<file path="config.mk">
export PLATFORM = sky130hd
export DESIGN_NAME = rv_decode_pipe
export DESIGN_NICKNAME = d
export VERILOG_FILES = /design/src/rtl/core_config_pkg.sv /design/src/rtl/rv_decode_pipe.sv
export SDC_FILE = /design/constraint.sdc
export NUM_CORES = 1
export LEC_CHECK = 0
export ABC_CLOCK_PERIOD_IN_PS = 5370
export CAP_MARGIN = 10
export CORE_MARGIN = 2
export CORE_UTILIZATION = 55
export CTS_BUF_LIST = sky130_fd_sc_hd__clkbuf_8
export DETAILED_ROUTE_END_ITERATION = 10
export HOLD_SLACK_MARGIN = 0.06
export PLACE_DENSITY = 0.85
export SYNTH_ARGS = -nofsm -noshare
export SYNTH_HDL_FRONTEND = slang
export SYNTH_SLANG_ARGS = --single-unit
</file>
<file path="constraint.sdc">
create_clock -name clk -period 5.37 [get_ports clk]
set_clock_uncertainty 0.1 [all_clocks]
set_input_delay 0.8055 -clock clk [delete_from_list [all_inputs] [get_ports clk]]
set_output_delay 0.8055 -clock clk [all_outputs]
set_load 0.03 [all_outputs]
</file>
<file path="src/rtl/core_config_pkg.sv">
// Shared core configuration: widths, the decoded-operation enum and decode payload types.
package core_config_pkg;

  localparam int unsigned XLEN       = 32;
  localparam int unsigned INSTR_W    = 32;
  localparam int unsigned REG_ADDR_W = 5;

  typedef enum logic [5:0] {
    i_NOP,
    i_LUI, i_AUIPC, i_JAL, i_JALR,
    i_BEQ, i_BNE, i_BLT, i_BGE, i_BLTU, i_BGEU,
    i_LB, i_LH, i_LW, i_LBU, i_LHU,
    i_SB, i_SH, i_SW,
    i_ADDI, i_SLTI, i_SLTIU, i_XORI, i_ORI, i_ANDI, i_SLLI, i_SRLI, i_SRAI,
    i_ADD, i_SUB, i_SLL, i_SLT, i_SLTU, i_XOR, i_SRL, i_SRA, i_OR, i_AND,
    i_FENCE, i_ECALL, i_EBREAK, i_MRET,
    i_CSRRW, i_CSRRS, i_CSRRC, i_CSRRWI, i_CSRRSI, i_CSRRCI,
    i_MUL, i_MULH, i_MULHSU, i_MULHU, i_DIV, i_DIVU, i_REM, i_REMU
  } opcodes;

  // Instruction format class produced by the first decode stage.
  typedef enum logic [3:0] {
    F_ILL, F_R, F_OPIMM, F_LOAD, F_JALR, F_S, F_B,
    F_LUI, F_AUIPC, F_J, F_FENCE, F_SYS
  } fmt_e;

  typedef struct packed {
    opcodes                  op;
    logic [REG_ADDR_W-1:0]   rs1;
    logic [REG_ADDR_W-1:0]   rs2;
    logic [REG_ADDR_W-1:0]   rd;
    logic [XLEN-1:0]         imm;
    logic                    use_rs1;
    logic                    use_rs2;
    logic                    use_rd;
    logic                    illegal;
  } dec_t;

endpackage

</file>
<file path="src/rtl/rv_decode_pipe.sv">
// RV32I(+M, +Zicsr) decode stage with valid/ready handshake, flush and 1- or 2-deep pipeline.
module rv_decode_pipe
  import core_config_pkg::*;
#(
  parameter int unsigned STAGES   = 2,
  parameter bit          EN_M     = 1'b1,
  parameter bit          EN_ZICSR = 1'b1
) (
  input  logic                  clk,
  input  logic                  rst_n,
  input  logic                  flush,
  input  logic                  in_valid,
  output logic                  in_ready,
  input  logic [INSTR_W-1:0]    in_instr,
  input  logic [XLEN-1:0]       in_pc,
  output logic                  out_valid,
  input  logic                  out_ready,
  output opcodes                out_opcode,
  output logic [REG_ADDR_W-1:0] out_rs1,
  output logic [REG_ADDR_W-1:0] out_rs2,
  output logic [REG_ADDR_W-1:0] out_rd,
  output logic [XLEN-1:0]       out_imm,
  output logic [XLEN-1:0]       out_pc,
  output logic                  out_use_rs1,
  output logic                  out_use_rs2,
  output logic                  out_use_rd,
  output logic                  out_illegal
);

  // Major-opcode classification; anything not ending in 2'b11 is compressed and illegal.
  function automatic fmt_e classify(input logic [6:0] op7);
    fmt_e f;
    f = F_ILL;
    if (op7[1:0] == 2'b11) begin
      case (op7[6:2])
        5'b01100: f = F_R;
        5'b00100: f = F_OPIMM;
        5'b00000: f = F_LOAD;
        5'b11001: f = F_JALR;
        5'b01000: f = F_S;
        5'b11000: f = F_B;
        5'b01101: f = F_LUI;
        5'b00101: f = F_AUIPC;
        5'b11011: f = F_J;
        5'b00011: f = F_FENCE;
        5'b11100: f = F_SYS;
        default:  f = F_ILL;
      endcase
    end
    return f;
  endfunction

  function automatic dec_t decode(input logic [INSTR_W-1:0] ins, input fmt_e cls);
    dec_t        d;
    logic        ill;
    logic        wr;
    logic        csr_imm;
    logic [2:0]  f3;
    logic [6:0]  f7;
    logic [XLEN-1:0] imm_i;
    f3      = ins[14:12];
    f7      = ins[31:25];
    imm_i   = {{20{ins[31]}}, ins[31:20]};
    d       = '0;
    ill     = 1'b0;
    wr      = 1'b0;
    csr_imm = 1'b0;
    case (cls)
      F_R: begin
        d.use_rs1 = 1'b1;
        d.use_rs2 = 1'b1;
        wr        = 1'b1;
        case (f7)
          7'b0000000: begin
            case (f3)
              3'd0: d.op = i_ADD;
              3'd1: d.op = i_SLL;
              3'd2: d.op = i_SLT;
              3'd3: d.op = i_SLTU;
              3'd4: d.op = i_XOR;
              3'd5: d.op = i_SRL;
              3'd6: d.op = i_OR;
              3'd7: d.op = i_AND;
            endcase
          end
          7'b0100000: begin
            if (f3 == 3'd0)      d.op = i_SUB;
            else if (f3 == 3'd5) d.op = i_SRA;
            else                 ill  = 1'b1;
          end
          7'b0000001: begin
            if (!EN_M) ill = 1'b1;
            case (f3)
              3'd0: d.op = i_MUL;
              3'd1: d.op = i_MULH;
              3'd2: d.op = i_MULHSU;
              3'd3: d.op = i_MULHU;
              3'd4: d.op = i_DIV;
              3'd5: d.op = i_DIVU;
              3'd6: d.op = i_REM;
              3'd7: d.op = i_REMU;
            endcase
          end
          default: ill = 1'b1;
        endcase
      end
      F_OPIMM: begin
        d.use_rs1 = 1'b1;
        wr        = 1'b1;
        d.imm     = imm_i;
        case (f3)
          3'd0: d.op = i_ADDI;
          3'd2: d.op = i_SLTI;
          3'd3: d.op = i_SLTIU;
          3'd4: d.op = i_XORI;
          3'd6: d.op = i_ORI;
          3'd7: d.op = i_ANDI;
          3'd1: begin
            if (f7 == 7'b0000000) d.op = i_SLLI;
            else                  ill  = 1'b1;
          end
          default: begin
            if (f7 == 7'b0000000)      d.op = i_SRLI;
            else if (f7 == 7'b0100000) d.op = i_SRAI;
            else                       ill  = 1'b1;
          end
        endcase
      end
      F_LOAD: begin
        d.use_rs1 = 1'b1;
        wr        = 1'b1;
        d.imm     = imm_i;
        case (f3)
          3'd0:    d.op = i_LB;
          3'd1:    d.op = i_LH;
          3'd2:    d.op = i_LW;
          3'd4:    d.op = i_LBU;
          3'd5:    d.op = i_LHU;
          default: ill  = 1'b1;
        endcase
      end
      F_JALR: begin
        d.use_rs1 = 1'b1;
        wr        = 1'b1;
        d.imm     = imm_i;
        d.op      = i_JALR;
        if (f3 != 3'd0) ill = 1'b1;
      end
      F_S: begin
        d.use_rs1 = 1'b1;
        d.use_rs2 = 1'b1;
        d.imm     = {{20{ins[31]}}, ins[31:25], ins[11:7]};
        case (f3)
          3'd0:    d.op = i_SB;
          3'd1:    d.op = i_SH;
          3'd2:    d.op = i_SW;
          default: ill  = 1'b1;
        endcase
      end
      F_B: begin
        d.use_rs1 = 1'b1;
        d.use_rs2 = 1'b1;
        d.imm     = {{19{ins[31]}}, ins[31], ins[7], ins[30:25], ins[11:8], 1'b0};
        case (f3)
          3'd0:    d.op = i_BEQ;
          3'd1:    d.op = i_BNE;
          3'd4:    d.op = i_BLT;
          3'd5:    d.op = i_BGE;
          3'd6:    d.op = i_BLTU;
          3'd7:    d.op = i_BGEU;
          default: ill  = 1'b1;
        endcase
      end
      F_LUI, F_AUIPC: begin
        wr    = 1'b1;
        d.imm = {ins[31:12], 12'b0};
        d.op  = (cls == F_LUI) ? i_LUI : i_AUIPC;
      end
      F_J: begin
        wr    = 1'b1;
        d.imm = {{11{ins[31]}}, ins[31], ins[19:12], ins[20], ins[30:21], 1'b0};
        d.op  = i_JAL;
      end
      F_FENCE: begin
        d.op = i_FENCE;
        if (f3 != 3'd0) ill = 1'b1;
      end
      F_SYS: begin
        case (f3)
          3'd0: begin
            if (ins == 32'h0000_0073)      d.op = i_ECALL;
            else if (ins == 32'h0010_0073) d.op = i_EBREAK;
            else if (ins == 32'h3020_0073) d.op = i_MRET;
            else                           ill  = 1'b1;
          end
          3'd1, 3'd2, 3'd3: begin
            d.use_rs1 = 1'b1;
            wr        = 1'b1;
            d.imm     = imm_i;
            d.op      = (f3 == 3'd1) ? i_CSRRW : (f3 == 3'd2) ? i_CSRRS : i_CSRRC;
            if (!EN_ZICSR) ill = 1'b1;
          end
          3'd5, 3'd6, 3'd7: begin
            csr_imm = 1'b1;
            wr      = 1'b1;
            d.imm   = imm_i;
            d.op    = (f3 == 3'd5) ? i_CSRRWI : (f3 == 3'd6) ? i_CSRRSI : i_CSRRCI;
            if (!EN_ZICSR) ill = 1'b1;
          end
          default: ill = 1'b1;
        endcase
      end
      default: ill = 1'b1;
    endcase
    // CSR immediate forms carry their zimm in the rs1 slot without reading a register.
    d.rs1    = (d.use_rs1 || csr_imm) ? ins[19:15] : '0;
    d.rs2    = d.use_rs2 ? ins[24:20] : '0;
    d.rd     = wr ? ins[11:7] : '0;
    d.use_rd = wr && (ins[11:7] != 5'd0);
    if (ill) begin
      d         = '0;
      d.illegal = 1'b1;
    end
    return d;
  endfunction

  logic                v0;
  logic [INSTR_W-1:0]  instr0;
  logic [XLEN-1:0]     pc0;
  logic                adv0;
  logic                dec_v;
  logic [INSTR_W-1:0]  dec_instr;
  fmt_e                dec_cls;
  logic [XLEN-1:0]     dec_pc;
  dec_t                dec_c;

  assign in_ready = !v0 || adv0;

  // Stage 0: capture instruction and PC; flush wins over any load.
  always_ff @(posedge clk or negedge rst_n) begin
    if (!rst_n) begin
      v0     <= 1'b0;
      instr0 <= '0;
      pc0    <= '0;
    end else if (flush) begin
      v0 <= 1'b0;
    end else if (in_ready) begin
      v0 <= in_valid;
      if (in_valid) begin
        instr0 <= in_instr;
        pc0    <= in_pc;
      end
    end
  end

  if (STAGES == 2) begin : g_two
    logic               v1;
    logic [INSTR_W-1:0] instr1;
    fmt_e               cls1;
    logic [XLEN-1:0]    pc1;

    assign adv0 = v0 && (!v1 || out_ready);

    always_ff @(posedge clk or negedge rst_n) begin
      if (!rst_n) begin
        v1     <= 1'b0;
        instr1 <= '0;
        cls1   <= F_ILL;
        pc1    <= '0;
      end else if (flush) begin
        v1 <= 1'b0;
      end else if (!v1 || out_ready) begin
        v1 <= v0;
        if (v0) begin
          instr1 <= instr0;
          cls1   <= classify(instr0[6:0]);
          pc1    <= pc0;
        end
      end
    end

    assign dec_v     = v1;
    assign dec_instr = instr1;
    assign dec_cls   = cls1;
    assign dec_pc    = pc1;
  end else if (STAGES == 1) begin : g_one
    assign adv0      = v0 && out_ready;
    assign dec_v     = v0;
    assign dec_instr = instr0;
    assign dec_cls   = classify(instr0[6:0]);
    assign dec_pc    = pc0;
  end else begin : g_bad
    $error("rv_decode_pipe: STAGES must be 1 or 2");
  end

  always_comb begin
    dec_c = decode(dec_instr, dec_cls);
  end

  // Output bundle is forced to its idle value whenever no instruction is presented.
  always_comb begin
    out_valid   = dec_v;
    out_opcode  = i_NOP;
    out_rs1     = '0;
    out_rs2     = '0;
    out_rd      = '0;
    out_imm     = '0;
    out_pc      = '0;
    out_use_rs1 = 1'b0;
    out_use_rs2 = 1'b0;
    out_use_rd  = 1'b0;
    out_illegal = 1'b0;
    if (dec_v) begin
      out_opcode  = dec_c.op;
      out_rs1     = dec_c.rs1;
      out_rs2     = dec_c.rs2;
      out_rd      = dec_c.rd;
      out_imm     = dec_c.imm;
      out_pc      = dec_pc;
      out_use_rs1 = dec_c.use_rs1;
      out_use_rs2 = dec_c.use_rs2;
      out_use_rd  = dec_c.use_rd;
      out_illegal = dec_c.illegal;
    end
  end

endmodule

</file>
# [Word-level counts from Yosys, hierarchy flattened]
# Memories as Yosys holds them, arrays and structs flattened.
# Cells that the tools add are included.
[totals] register_bits=134 rom_bits=200 inputBits=69 word_cells=129 n_memories=3
[op_classes] eq_ne=24 mux=64 bitwise=1 reduce_logical=30
[mem_list] name="(no name shown)" words=32 word_bits=4 rd=1 rd_clocked_by_memory_dff=0 wr=0 line="rv_decode_pipe.sv:35" text="case (op7[6:2])"
[mem_list] name="(no name shown)" words=8 word_bits=6 rd=1 rd_clocked_by_memory_dff=0 wr=0 line="rv_decode_pipe.sv:75" text="case (f3)"
[mem_list] name="(no name shown)" words=8 word_bits=3 rd=1 rd_clocked_by_memory_dff=0 wr=0 line="rv_decode_pipe.sv:93" text="case (f3)"
[ops] op="32-bit one-hot mux with 6 select lines" count=1
[ops] op="32-bit two-way mux" count=3
[ops] op="6-bit one-hot mux with 10 select lines" count=1
[ops] op="57-bit two-way mux" count=1
[ops] op="5-bit two-way mux" count=9
[ops] op="6-bit two-way mux" count=6
[ops] op="6-bit one-hot mux with 3 select lines" count=2
[ops] op="5-bit one-hot mux with 7 select lines" count=1
[ops] op="32-bit by 21-bit == test with 1-bit output (second input constant)" count=1
[ops] op="32-bit by 30-bit == test with 1-bit output (second input constant)" count=1
[ops] op="32-bit by 7-bit == test with 1-bit output (second input constant)" count=1
[ops] op="1-bit two-way mux" count=26
[ops] op="4-bit one-hot mux with 6 select lines" count=1
[ops] op="6-bit OR reduction" count=4
[ops] op="4-bit one-hot mux with 5 select lines" count=1
[ops] op="3-bit OR reduction" count=6
[ops] op="4-bit by 3-bit == test with 1-bit output (second input constant)" count=4
[ops] op="4-bit == test (second input constant)" count=4
[ops] op="5-bit one-hot mux with 3 select lines" count=1
[ops] op="3-bit == test (second input constant)" count=4
[ops] op="1-bit one-hot mux with 2 select lines" count=5
[ops] op="4-bit by 2-bit == test with 1-bit output (second input constant)" count=2
[ops] op="1-bit one-hot mux with 8 select lines" count=1
[ops] op="7-bit by 1-bit == test with 1-bit output (second input constant)" count=1
[ops] op="other kinds (21)" count=32

# [Logic depth before layout (Yosys ltp)]
# Gate-level depths: netlist (run 1).
[depth] word_depth=8 depth_mapped=9 mapped_depth_nobuf=7

# [Worst setup path after synthesis (run 1)]
# No wires, ideal clock.
[synth_path] path_type="register -> output" from="register g_two.instr1[12], in the netlist dec_instr[12]" to="output out_opcode[1]" arrival_time_ns=2.590 path_slack_ns=1.875 path_stages_with_launch=9 cell_sequence="dfrtp_1 > inv_1 > ha_1 > nor4b_1 > nand4_1 > nor3_4 > o211ai_4 > buf_6 > a311oi_1"
[synth_between] elab_chain_cells=8 elab_cells_between_ends=50
[synth_lines] element="start: declaration" line="rv_decode_pipe.sv:258" text="logic [INSTR_W-1:0] instr1;"
[synth_lines] element="start signal: assignment" line="rv_decode_pipe.sv:275" text="instr1 <= instr0;"
[synth_lines] element="32-bit by 30-bit == test with 1-bit output" line="rv_decode_pipe.sv:193" text="else if (ins == 32'h3020_0073) d.op = i_MRET;"
[synth_lines] element="1-bit two-way mux" line="rv_decode_pipe.sv:193"
[synth_lines] element="1-bit two-way mux" line="rv_decode_pipe.sv:192" text="else if (ins == 32'h0010_0073) d.op = i_EBREAK;"
[synth_lines] element="1-bit two-way mux" line="rv_decode_pipe.sv:191" text="if (ins == 32'h0000_0073) d.op = i_ECALL;"
[synth_lines] element="1-bit one-hot mux with 2 select lines" line="rv_decode_pipe.sv:189" text="case (f3)"
[synth_lines] element="1-bit one-hot mux with 8 select lines" line="rv_decode_pipe.sv:68" text="case (cls)"
[synth_lines] element="57-bit two-way mux *" line="rv_decode_pipe.sv:220" text="if (ill) begin"
[synth_lines] element="6-bit two-way mux *" line="rv_decode_pipe.sv:313" text="if (dec_v) begin"
[synth_lines] element="end: declaration" line="rv_decode_pipe.sv:18" text="output opcodes out_opcode,"
# Every way passes the cells marked *; elsewhere a longest branch is shown, timed or not.

# [Worst setup path in the final report (run 1)]
[layout_path] from="register g_two.instr1[12], in the netlist dec_instr[12]" to="output out_use_rs1"
[layout_between] elab_chain_cells=8 elab_cells_between_ends=35
[layout_lines] element="32-bit by 30-bit == test with 1-bit output" line="rv_decode_pipe.sv:193"
[layout_lines] element="1-bit two-way mux" line="rv_decode_pipe.sv:193"
[layout_lines] element="1-bit two-way mux" line="rv_decode_pipe.sv:192"
[layout_lines] element="1-bit two-way mux" line="rv_decode_pipe.sv:191"
[layout_lines] element="1-bit one-hot mux with 2 select lines" line="rv_decode_pipe.sv:189"
[layout_lines] element="1-bit one-hot mux with 8 select lines" line="rv_decode_pipe.sv:68"
[layout_lines] element="57-bit two-way mux *" line="rv_decode_pipe.sv:220"
[layout_lines] element="1-bit two-way mux *" line="rv_decode_pipe.sv:313"
[layout_lines] element="end: declaration" line="rv_decode_pipe.sv:24" text="output logic out_use_rs1,"
# Marked as above.

==> impl_metrics.env, run 1 <==
export IMPL_drtPass1Iterations=6
export IMPL_fin_util=0.712
export IMPL_final_cell_mix="215 x nand2_1, 158 x clkdlybuf4s50_1, 134 x dfrtp_1"
export IMPL_cts_tree="yes"
export IMPL_tns_ps=0
export IMPL_track_usage=0.299
export IMPL_grt_max_degree=69
export IMPL_clkTransAtPathRegs_ps=80
export IMPL_synth_edff_count=0
export IMPL_io_buffers=159
export IMPL_globalplace_congestion=0.949
export IMPL_tightest_slew_ps=865
export IMPL_dp_hpwl_um=15000
export IMPL_startpoint_type="flop"
export IMPL_wirelength_um=21900
export IMPL_final_common_cell="nand2_1"
export IMPL_end_kind="output port"
export IMPL_postRouteAntennaNets=0
export IMPL_io_pins=160
export IMPL_diodes=0
export IMPL_max_slew_margin=0.423
export IMPL_drv_cap=0
export IMPL_finalCritPeriodShare=0.922
export IMPL_coreArea_mm2=0.0138
export IMPL_r2r_cells=7
export IMPL_ys_seq_area_frac=0.434
export IMPL_initial_core_util=0.559
export IMPL_hold_class="flop to flop"
export IMPL_ys_async_sr_fraction=1.00
export IMPL_yosysWarningCount=0
export IMPL_die_w_um=123
export IMPL_htreeDepth=4
export IMPL_postCtsHoldBufs=0
export IMPL_drv_slew=0
export IMPL_rows=43
export IMPL_drc_errors=0
export IMPL_rsz0062_at_grt="no"
export IMPL_clock_path_buffers=2
export IMPL_synth_main_ff_cell="dfrtp_1"
export IMPL_cts_root_buf="clkbuf_8"
export IMPL_worstPathArrival_ps=4040
export IMPL_clkSinkCount=134
export IMPL_grt_antenna_before_repair=0
export IMPL_grt_pass1_vias=6846
export IMPL_fillers=953
export IMPL_dieArea_mm2=0.0150
export IMPL_min_period_ps=4950
export IMPL_r2r_slack_ps=2650
export IMPL_setup_violations=0
export IMPL_syn_inst=829
export IMPL_grt_pass1_wl_um=34800
export IMPL_clk_latency_ps=440
export IMPL_syn2layout_area_growth_pct=27.3
export IMPL_final_hold_violation_count=0
export IMPL_avgSynthCellArea_um2=9.33
export IMPL_hold_slack_ps=353
export IMPL_fmax_mhz=202
export IMPL_place_area_mm2=0.00937
export IMPL_cp_data_required_time_ps=4460
export IMPL_nNetsFinal=1043
export IMPL_final_area_mm2=0.00984
export IMPL_viasPerCell=5.94
export IMPL_run_status="complete, no violations"
export IMPL_cts_buffers_inserted=17
export IMPL_wire_per_inst_um=18.9
export IMPL_die_y_um=123
export IMPL_vdd_drop_max_uv=226
export IMPL_cp_max_fo=19
export IMPL_drt_initial_drc_count=781
export IMPL_vias=6890
export IMPL_syn_num_nets=906
export IMPL_grt_ovfl_total=0
export IMPL_leakagePower_uw=0.00398
export IMPL_syn_area_mm2=0.00773
export IMPL_drive_gt1_frac=0.178
export IMPL_total_power_uw=3310
export IMPL_post_cts_buffers=0
export IMPL_ys_seq_elements=134
export IMPL_crit_type="flop to output port"
export IMPL_holdPathStages=2
export IMPL_synth_cell_type_count=76
export IMPL_powerDensity_mw_per_mm2=337
through the flow:
stage	setup WS [ps]	std cells
finish	420	1159
global route	112	1159
CTS	315	1158
detailed placement	807	1126
global placement	919	1126
floorplan	1870	829
state kept, by name, indices dropped and copies added, names as in the netlist:
name,count
pc0,32
v0,1
dec_cls,4
dec_pc,32
dec_instr,32
instr0,32
out_valid,1
worst paths after layout:
kind                          startpoint       endpoint
setup / recovery           dec_instr[12]    out_use_rs1
hold / removal                   pc0[13]     dec_pc[13]
setup reg to reg               out_valid  dec_instr[19]
hold reg to reg                  pc0[13]     dec_pc[13]
max in group asynchronous          rst_n     dec_cls[0]
min in group asynchronous          rst_n        pc0[10]
cell families after synthesis:
group,after synthesis,synth area share
adder cells (fa/ha/maj),8,0.0129
flip-flops,134,0.434
buffers and inverters,82,0.0526
multiplexers,73,0.106
AO/OA/AOI/OAI,143,0.137
AND/OR/NAND/NOR,388,0.256
XOR/XNOR,1,0.00113
per-layer routing:
layer	GRT usage	part of all wire
met1	0.383	0.40
met2	0.474	0.48
met3	0.0957	0.085
met4	0.114	0.031
met5	0	0
layout make-up:
class | instances | area (um2) | area share
Multi-Input combinational cell | 613 | 3980 | 0.404
Clock inverter | 14 | 220 | 0.0224
Sequential cell | 134 | 3350 | 0.341
Tap cell | 180 | 225 | 0.0229
Clock buffer | 18 | 248 | 0.0252
Inverter | 21 | 78.8 | 0.00801
Timing Repair Buffer | 179 | 1740 | 0.176
cells in the mapped netlist, drive strengths merged, types with 3 or more instances:
cell     instances  area, um2
a2111oi          3       51.3
a211oi          20        210
a21oi           29        153
a22oi            5       37.5
a31oi            3       18.8
and2            33        206
buf             37        238
clkbuf          24       90.1
dfrtp          134       3350
ha               8        100
inv             21       78.8
mux2            64        721
mux2i            8       80.1
nand2          216        813
nand2b           5       31.3
nand3           17       85.1
nand4            6       37.5
nor2            19       71.3
nor2b            9       56.3
nor3            50        357
nor3b            3       22.5
nor4             6       58.8
nor4b            5       86.3
o211ai           8       92.6
o21a             5       37.5
o21ai           41        220
o22ai            6       37.5
o31ai            6       45.0
or2              3       18.8
or3              4       26.3
or3b             3       26.3
worst max-delay path: stages, from the launching register on:
cell and delay, ps:
dfrtp_1 500, inv_1 190, ha_1 460, o21a_1 230, o31ai_1 120, a2111oi_4 450, o211ai_4 340, buf_4 330
nor4b_4 280, clkdlybuf4s50_1 700
what timing repair did:
action,4_1_cts,5_1_grt
endpoints found under the setup margin,0,6
gates resized for setup,0,1
hold endpoints to repair,0,0
report_power, final:
| group | internal, uW | switching, uW |
|---|---|---|
| Clock | 571 | 419 |
| Sequential | 1200 | 209 |
| Combinational | 372 | 544 |
| Total | 2140 | 1170 |
No activity file was read; power rests on OpenSTA's default activity.
==> run 2: changes to the inputs <==
--- a/config.mk
+++ b/config.mk
@@ -5,12 +5,14 @@
 export SDC_FILE = /design/constraint.sdc
 export NUM_CORES = 1
 export LEC_CHECK = 0
+export ABC_AREA = 1
 export ABC_CLOCK_PERIOD_IN_PS = 5370
 export CAP_MARGIN = 10
 export CORE_MARGIN = 2
 export CORE_UTILIZATION = 55
 export CTS_BUF_LIST = sky130_fd_sc_hd__clkbuf_8
 export DETAILED_ROUTE_END_ITERATION = 10
+export GPL_TIMING_DRIVEN = 0
 export HOLD_SLACK_MARGIN = 0.06
 export PLACE_DENSITY = 0.85
 export SYNTH_ARGS = -nofsm -noshare
==> impl_metrics.env, run 2 <==
export IMPL_run_status="complete, no violations"
export IMPL_cts_buffers_inserted=17
export IMPL_powerDensity_mw_per_mm2=327
export IMPL_syn2layout_area_growth_pct=30.2
export IMPL_p_seq_frac=0.419
export IMPL_finalCritPeriodShare=0.842
export IMPL_hold_class="input pin to asynchronous set/reset pin"
export IMPL_post_cts_buffers=0
export IMPL_r2r_cells=10
export IMPL_startpoint_type="flop"
export IMPL_clkTransAtPathRegs_ps=80
export IMPL_vias=7443
export IMPL_pwr_share_clk=0.279
export IMPL_htreeDepth=4
export IMPL_r2r_slack_ps=3060
export IMPL_final_common_cell="nand2_1"
export IMPL_synth_common_cells="240 x nand2_1, 166 x nor2_1, 141 x inv_1"
export IMPL_netlist_area_leader_share=0.446
export IMPL_total_power_uw=3200
export IMPL_fmax_mhz=221
export IMPL_tightest_slew_ps=552
export IMPL_p_int_uw=2010
export IMPL_switchingPower_uw=1180
export IMPL_grt_max_degree=85
export IMPL_fillers=1017
export IMPL_dp_hpwl_um=16700
export IMPL_rsz0062_at_grt="no"
export IMPL_avgSynthCellArea_um2=7.27
export IMPL_grt_antenna_before_repair=0
export IMPL_crit_start="dec_instr[12]"
export IMPL_yosysMostFrequentCell="nand2_1"
export IMPL_dieArea_mm2=0.0146
export IMPL_grt_pass1_wl_um=35800
export IMPL_crit_type="flop to output port"
export IMPL_post_cts_resized=0
export IMPL_ys_seq_elements=134
export IMPL_final_area_mm2=0.00978
export IMPL_syn_inst=1033
export IMPL_syn_num_nets=1110
export IMPL_io_pins=160
export IMPL_endpoint="out_imm[16]"
export IMPL_drive_gt1_frac=0.0955
export IMPL_clkSinkCount=134
export IMPL_grt_ovfl_total=0
export IMPL_grt_pass1_vias=7234
export IMPL_tns_ps=0
export IMPL_r2r_end="dec_cls[3]"
export IMPL_clock_path_buffers=2
export IMPL_wirelength_um=22200
export IMPL_cp_data_required_time_ps=4460
export IMPL_postCtsHoldBufs=0
export IMPL_cts_tree="yes"
export IMPL_ys_async_sr_fraction=1.00
export IMPL_synth_edff_count=0
export IMPL_initial_core_util=0.565
export IMPL_coreArea_mm2=0.0133
export IMPL_yosysWarningCount=0
export IMPL_synth_cell_type_count=35
export IMPL_vdd_drop_max_uv=284
export IMPL_die_w_um=121
export IMPL_place_area_mm2=0.00935
export IMPL_synth_area_leaders="dfrtp_1 45%, nand2_1 12%, nor2_1 8.3%, inv_1 7.0%, a21oi_1 5.9%"
export IMPL_cp_max_fo=10
export IMPL_rows=42
export IMPL_ys_seq_area_frac=0.446
export IMPL_drv_cap=0
export IMPL_setup_violations=0
export IMPL_globalplace_congestion=0.969
export IMPL_nNetsFinal=1289
export IMPL_viasPerCell=5.31
export IMPL_combinationalPowerShare=0.303
export IMPL_fin_util=0.735
export IMPL_end_kind="output port"
export IMPL_clk_latency_ps=440
export IMPL_die_y_um=121
export IMPL_drv_slew=0
export IMPL_min_period_ps=4520
export IMPL_synth_main_ff_cell="dfrtp_1"
export IMPL_synth_top_area_cell="dfrtp_1"
export IMPL_cts_root_buf="clkbuf_8"
export IMPL_r2r_start="out_valid"
export IMPL_syn_area_mm2=0.00751
export IMPL_switching_share=0.370
export IMPL_worstPathArrival_ps=3610
export IMPL_max_slew_margin=0.632
export IMPL_diodes=0
export IMPL_drtPass1Iterations=6
export IMPL_final_hold_violation_count=0
export IMPL_wire_per_inst_um=15.8
export IMPL_io_buffers=159
export IMPL_drt_initial_drc_count=631
export IMPL_postRouteAntennaNets=0
export IMPL_leakagePower_uw=0.00483
export IMPL_drc_errors=0
export IMPL_track_usage=0.312
export IMPL_final_cell_mix="240 x nand2_1, 166 x nor2_1, 158 x clkdlybuf4s50_1"
-- run 2: through the flow --
step / instances / worst slack (ps) / hold slack (ps)
2_1_floorplan: 1033 / 2390 / 336
3_3_place_gp: 1368 / -1700 / 349
3_5_place_dp: 1369 / 1400 / 358
4_1_cts: 1401 / 921 / 198
5_1_grt: 1401 / 549 / 216
6_report: 1401 / 851 / 190
-- run 2: logic make-up after synthesis --
family	Yosys count	share of synthesized area
and+or+nand+nor	502	0.295
adders and majority gates	8	0.0133
AOI/OAI and AO/OA	192	0.135
buffers and inverters	193	0.105
DFF	134	0.446
muxes	4	0.00600
-- run 2: final cells by class --
cell class | instances | area (um2) | area share
inverters | 156 | 588 | 0.0601
well taps | 176 | 220 | 0.0225
flip-flops and latches | 134 | 3350 | 0.343
multi-input cells | 706 | 3370 | 0.345
clock buffers | 20 | 275 | 0.0282
clock inverters | 12 | 150 | 0.0154
repair buffers | 160 | 1620 | 0.166
plain buffers | 37 | 200 | 0.0205
-- run 2: critical path, stage by stage, from the launching register on --
cell and delay [ps]:
dfrtp_1 690, ha_1 420, o21ai_0 250, nand3_1 150, nand3_1 90, nor2_1 130, nand2_2 100, nor2_8 160
nand3_4 170, buf_8 220, nor2_4 80, clkdlybuf4s50_1 700
-- run 2: how the worst min path moves through the flow --
stage           start        end  slack, ps  cells past startpoint
6_report        rst_n  dec_pc[7]        190                      1
5_1_grt         rst_n     pc0[7]        220                      1
4_1_cts         rst_n  dec_pc[7]        200                      1
3_5_place_dp   pc0[1]  dec_pc[1]        360                      2
3_3_place_gp   pc0[0]  dec_pc[0]        350                      2
2_1_floorplan  pc0[0]  dec_pc[0]        340                      2
-- run 2: power by group through the flow --
| stage | sequential, uW | clock, uW | combinational (uW) |
|---|---|---|---|
| finish | 1340 | 891 | 967 |
| global route | 1350 | 939 | 1080 |
| global placement | 1340 | 0 | 933 |
| detailed placement | 1350 | 0 | 953 |
| floorplan | 1290 | 0 | 663 |
| CTS | 1330 | 894 | 962 |
-- run 2: per-layer routing --
layer	up-vias	part of all wire	track usage	routed length, um
li1	3581	-	-	-
met1	3528	0.41	0.389	9000
met2	287	0.49	0.539	11000
met3	47	0.073	0.0724	1620
met4	0	0.028	0.0974	612
met5	-	0	0	0
==> RTL change 1: new RTL, settings of run 2 <==
Change the package constant `INSTR_W` from 32 to 36.
--- a/src/rtl/core_config_pkg.sv
+++ b/src/rtl/core_config_pkg.sv
@@ -2,7 +2,7 @@
 package core_config_pkg;
 
   localparam int unsigned XLEN       = 32;
-  localparam int unsigned INSTR_W    = 32;
+  localparam int unsigned INSTR_W    = 36;
   localparam int unsigned REG_ADDR_W = 5;
 
   typedef enum logic [5:0] {
Interface: changed (resized in_instr); port bits go from 160 to 164. No check against the original RTL was run, so the function may have changed too.
==> RTL change 1 against run 2 <==
- clock power rose by 3.7%
- count of clock-buffer cells in the layout fell by 1
- cell area grew 2.2%
- sequential cell count rose by 8
- wire length grew 3.8%
- worst setup slack got worse by 0.19 ns
- area after synthesis rose by 2.2%
- power rose by 3.0%
- largest power group unchanged
==> RTL change 1: results (changes against run 2) <==
* Outcome: complete, no violations
* Leakage at 4.99 nW (+3.4%)
* Met3 wire len at 1640 um (+1.2%)
* Dpl cell area at 9560 um^2 (+2.2%)
* Slew margin rel. at 0.453 (-0.178)
* Post-synth top cells: nand2_1, nor2_1, inv_1
* P_seq at 1.41 mW (+5%)
* Met2 wire len at 11100 um (+1.4%)
* Mux share of post-synthesis cell area at 0.0176 (+0.0116)
* Setup WS pre-CTS at 1.17 ns (-0.226 ns)
* Metal1 wirelength at 9360 um (+4.0%)
* Synth Area in Compound Gates at 0.118 (-0.0164)
* Placer Congestion at 0.999 (+3.2%)
* Total Wirelength at 23000 um (+3.8%)
* GRT Overall Usage at 0.317 (+0.00540)
* Placed cells at 1400 (+2.3%)
* Layout cells sized above 1 at 0.0824 (-0.0131)
* DRT iter0 DRCs at 573 (-9.2%)
* First-pass GRT wire length at 36000 um (+0.77%)
* Synth cell types at 33 (-5.7%)
* Vias in the first global route at 7284 (+0.69%)
* Vias per cell at 5.34 (+0.43%)
* Critical Path AT at 3.81 ns (+0.20 ns)
* Reg2Reg Setup Slack at 2.96 ns (-0.10 ns)
* Nets at 1320 (+2.4%)
* Number of port buffers at 163 (+2.5%)
* GR Util met2 at 0.531 (-0.00755)
* Final cell count without fillers at 1430 (+2.1%)
* Largest net degree at the start of global routing at 99 (+16%)
* Syn Inst Count at 1056 (+2.2%)
* Total Power at 3.29 mW (+3.0%)
* GR Util met1 at 0.396 (+0.00722)
* DP Wirelength at 17000 um (+1.9%)
* Post-synthesis adder-cell area fraction at 0.0130 (-0.000285)
* WHS at 0.161 ns (-0.0292 ns)
* P_comb at 0.959 mW (-0.8%)
## RTL change 1: changes by cell type after synthesis, moves of 6 or more
| cell | run 2 | this run |
|---|---|---|
| nor3_1 | 16 | 5 |
| a21oi_1 | 89 | 83 |
| mux2_2 | 4 | 12 |
| dfrtp_1 | 134 | 142 |
| nor2_1 | 166 | 205 |
| nand3_1 | 34 | 45 |
| nor2_4 | 21 | 4 |
| inv_1 | 141 | 148 |
| inv_2 | 13 | 5 |
| o21ai_0 | 82 | 76 |
## RTL change 1: how the worst max path moves through the flow
stage	from	cells after the start	endpoint	slack, ns
floorplan	dec_instr[13]	12	out_imm[11]	2.23
global placement	rst_n	1	dec_instr[3]	-2.06
detailed placement	dec_instr[13]	13	out_rs1[1]	1.17
CTS	dec_instr[13]	13	out_rs1[1]	0.70
global route	dec_instr[13]	13	out_imm[12]	0.51
finish	dec_instr[13]	13	out_imm[12]	0.66
## RTL change 1: kinds of logic (layout without fill, tap and decap cells)
group                    after synthesis  in the layout
multiplexers                          12             12
AO/OA/AOI/OAI                        173            173
buffers and inverters                192            386
flip-flops                           142            142
adder cells (fa/ha/maj)                8              8
AND/OR/NAND/NOR                      529            529
## RTL change 1: critical path: stages, from the launching register on
cell and delay (ns):
dfrtp_1 0.67, inv_1 0.18, ha_1 0.25, nand2_1 0.29
nand3_1 0.16, nor2_2 0.13, nand2_1 0.06, nand2_1 0.05
nor2_1 0.08, nor2_4 0.24, nand3_4 0.18, buf_6 0.19
nor2_1 0.18, clkdlybuf4s50_1 0.71
## RTL change 1: layout make-up
type | count | area, um^2
multi-input combinational | 722 | 3340
inverter | 153 | 574
clock buffer | 19 | 262
fill | 1090 | 3780
tap | 180 | 225
buffer | 39 | 204
sequential | 142 | 3550
clock inverter | 11 | 166
timing repair buffer | 164 | 1660
==> RTL change 2: new RTL, flow settings as in run 2 <==
Made on the original files. Encoding of `fmt_e`: now Gray code (4 bits for 12 values).
--- a/src/rtl/core_config_pkg.sv
+++ b/src/rtl/core_config_pkg.sv
@@ -20,8 +20,8 @@
 
   // Instruction format class produced by the first decode stage.
   typedef enum logic [3:0] {
-    F_ILL, F_R, F_OPIMM, F_LOAD, F_JALR, F_S, F_B,
-    F_LUI, F_AUIPC, F_J, F_FENCE, F_SYS
+    F_ILL = 4'b0000, F_R = 4'b0001, F_OPIMM = 4'b0011, F_LOAD = 4'b0010, F_JALR = 4'b0110, F_S = 4'b0111, F_B = 4'b0101,
+    F_LUI = 4'b0100, F_AUIPC = 4'b1100, F_J = 4'b1101, F_FENCE = 4'b1111, F_SYS = 4'b1110
   } fmt_e;
 
   typedef struct packed {
Check against the original RTL: no difference found for any inputs over 4 cycles, from zero or initial values and one cycle with rst_n low; so few cycles prove little.
==> RTL change 2 against run 2 <==
- area after synthesis down 0.28%
- wire length down 3.0%
- critical path type unchanged
- sequential cell count unchanged
- critical endpoint is now out_imm[26]
- power down 3.3%
- cell area down 0.51%
- worst setup slack better by 0.040 ns
- core utilization down 0.38 points
- global-route usage down 0.33 points
==> RTL change 2: results (changes against run 2) <==
* Bufs on Longest Clock Path at 2 (unchanged)
* Yosys top cell area share at 0.448 (+0.00127)
* Met3 Track Usage GR at 0.0948 (+0.0224)
* Total congestion overflow at 0 (unchanged)
* Seq/Total Area, Yosys at 0.448 (+0.00127)
* DRT iter0 DRCs at 713 (+13%)
* Dpl cell area at 9330 um^2 (-0.23%)
* Worst IR drop on VDD at 0.221 mV (-22%)
* GRT Overall Usage at 0.309 (-0.00326)
* GR Util met1 at 0.389 (+0.000570)
* Diodes inserted at 0 (unchanged)
* Placer Congestion at 0.961 (-0.75%)
* Post-synth top cells: nand2_1, dfrtp_1, nor2_1
* Initial antenna violation count at 0 (unchanged)
* Slew margin rel. at 0.524 (-0.108)
* Synth cell types at 35 (unchanged)
* Via count at 7134 (-4.2%)
* Fill cell count at 1019 (+0.20%)
* First-pass GRT wire length at 35000 um (-2.2%)
* Nets at 1229 (-4.7%)
* CTS resizes at 0 (unchanged)
* Net count after synthesis at 1050 (-5.4%)
* Number of port buffers at 159 (unchanged)
* Largest net degree at the start of global routing at 101 (+19%)
* TritonCTS Buffers at 17 (unchanged)
* Leakage at 4.60 nW (-4.6%)
* Layout cells sized above 1 at 0.118 (+0.0223)
* Pre-antenna DRT Iters at 6 (unchanged)
* Hold Path Class: in2async
* Ys Warns at 0 (unchanged)
* Ys flop type: dfrtp_1
* Asr flop ratio synth at 1.00 (unchanged)
* Postcts setup bufs at 0 (unchanged)
* CP Max Fanout at 10 (unchanged)
* Outcome: complete, no violations
* CTS clk-pin slew, worst paths at 0.08 ns (about the same)
* Vias in the first global route at 6957 (-3.8%)
* Root buffer cell: clkbuf_8
* H-tree Lvls at 4 (unchanged)
* GR Util met2 at 0.499 (-0.0393)
* DR WL/cell at 16.1 um (+1.5%)
* Clk_lat worst skew at 0.44 ns (about the same)
* DP Wirelength at 15700 um (-5.8%)
* Top cells by area, synth: dfrtp_1, nand2_1, nor2_1, inv_1, o21ai_0
==> RTL change 2: cell types whose count changed in the layout (fill, tap and decap cells not counted), moves of 7 or more <==
| cell | run 2 | this run |
|---|---|---|
| inv_1 | 142 | 125 |
| a21oi_1 | 89 | 78 |
| nor2_1 | 166 | 127 |
| inv_2 | 13 | 6 |
| nor3_1 | 16 | 1 |
| mux2_2 | 4 | 29 |
==> RTL change 2: final cells by class <==
type,count,area [um^2],share of cell area
multi-input combinational,670,3430,0.353
clock buffer,18,248,0.0255
buffer,35,203,0.0208
tap,176,220,0.0226
timing repair buffer,160,1620,0.167
sequential,134,3350,0.345
clock inverter,13,149,0.0153
inverter,133,502,0.0516
==> RTL change 2: stage by stage <==
step	setup TNS, ns	instances	utilization	setup slack [ns]
final	0	1339	0.732	0.891
after global routing	0	1339	0.732	0.659
after CTS	0	1339	0.732	0.921
after detailed placement	0	1308	0.702	1.43
after global placement	-244.68	1307	0.700	-1.84
after floorplan	0	972	-	2.36
==> RTL change 2: path summary, 6_finish.rpt <==
path / from / end / slack, ns / cells past startpoint
worst max-delay path: dec_instr[13] / out_imm[26] / 0.89 / 12
worst min-delay path: rst_n / pc0[10] / 0.14 / 1
worst max register to register: out_valid / instr0[19] / 2.92 / 7
worst min register to register: dec_pc[0] / dec_pc[0] / 0.38 / 2
max in group asynchronous: rst_n / instr0[20] / 4.23 / 2
min in group clk: dec_pc[0] / dec_pc[0] / 0.38 / 2
==> RTL change 2: kinds of logic after synthesis <==
kind of cell | count (synthesis) | synth area share
mux | 29 | 0.0436
compound gates | 173 | 0.120
flops | 134 | 0.448
fa+ha+maj | 9 | 0.0150
buf+inv | 168 | 0.0940
simple gates | 459 | 0.280
==> RTL change 2: per-layer routing <==
metal  wire (um)  share of wire  vias up
li1            -              -     3405
met1        8770           0.41     3348
met2       10400           0.48      321
met3        1690          0.078       60
met4         637          0.030        0
met5           0              0        -
==> RTL change 2: worst max-delay path, cell delays in order (launching register included) <==
cell and delay, ns:
dfrtp_1 0.53, inv_1 0.28, ha_1 0.32, nand2_4 0.13
inv_1 0.13, nand3_1 0.09, nor2_1 0.19, nand2_1 0.13
nand3_2 0.18, nand3_4 0.17, buf_6 0.20, nor2_2 0.11
clkdlybuf4s50_1 0.68
==> RTL change 2: power by group <==
| part | leakage (nW) | switching [mW] | internal (mW) |
|---|---|---|---|
| combinational | 2.83 | 0.582 | 0.320 |
| clock | 0.192 | 0.425 | 0.430 |
| sequential | 1.59 | 0.143 | 1.19 |
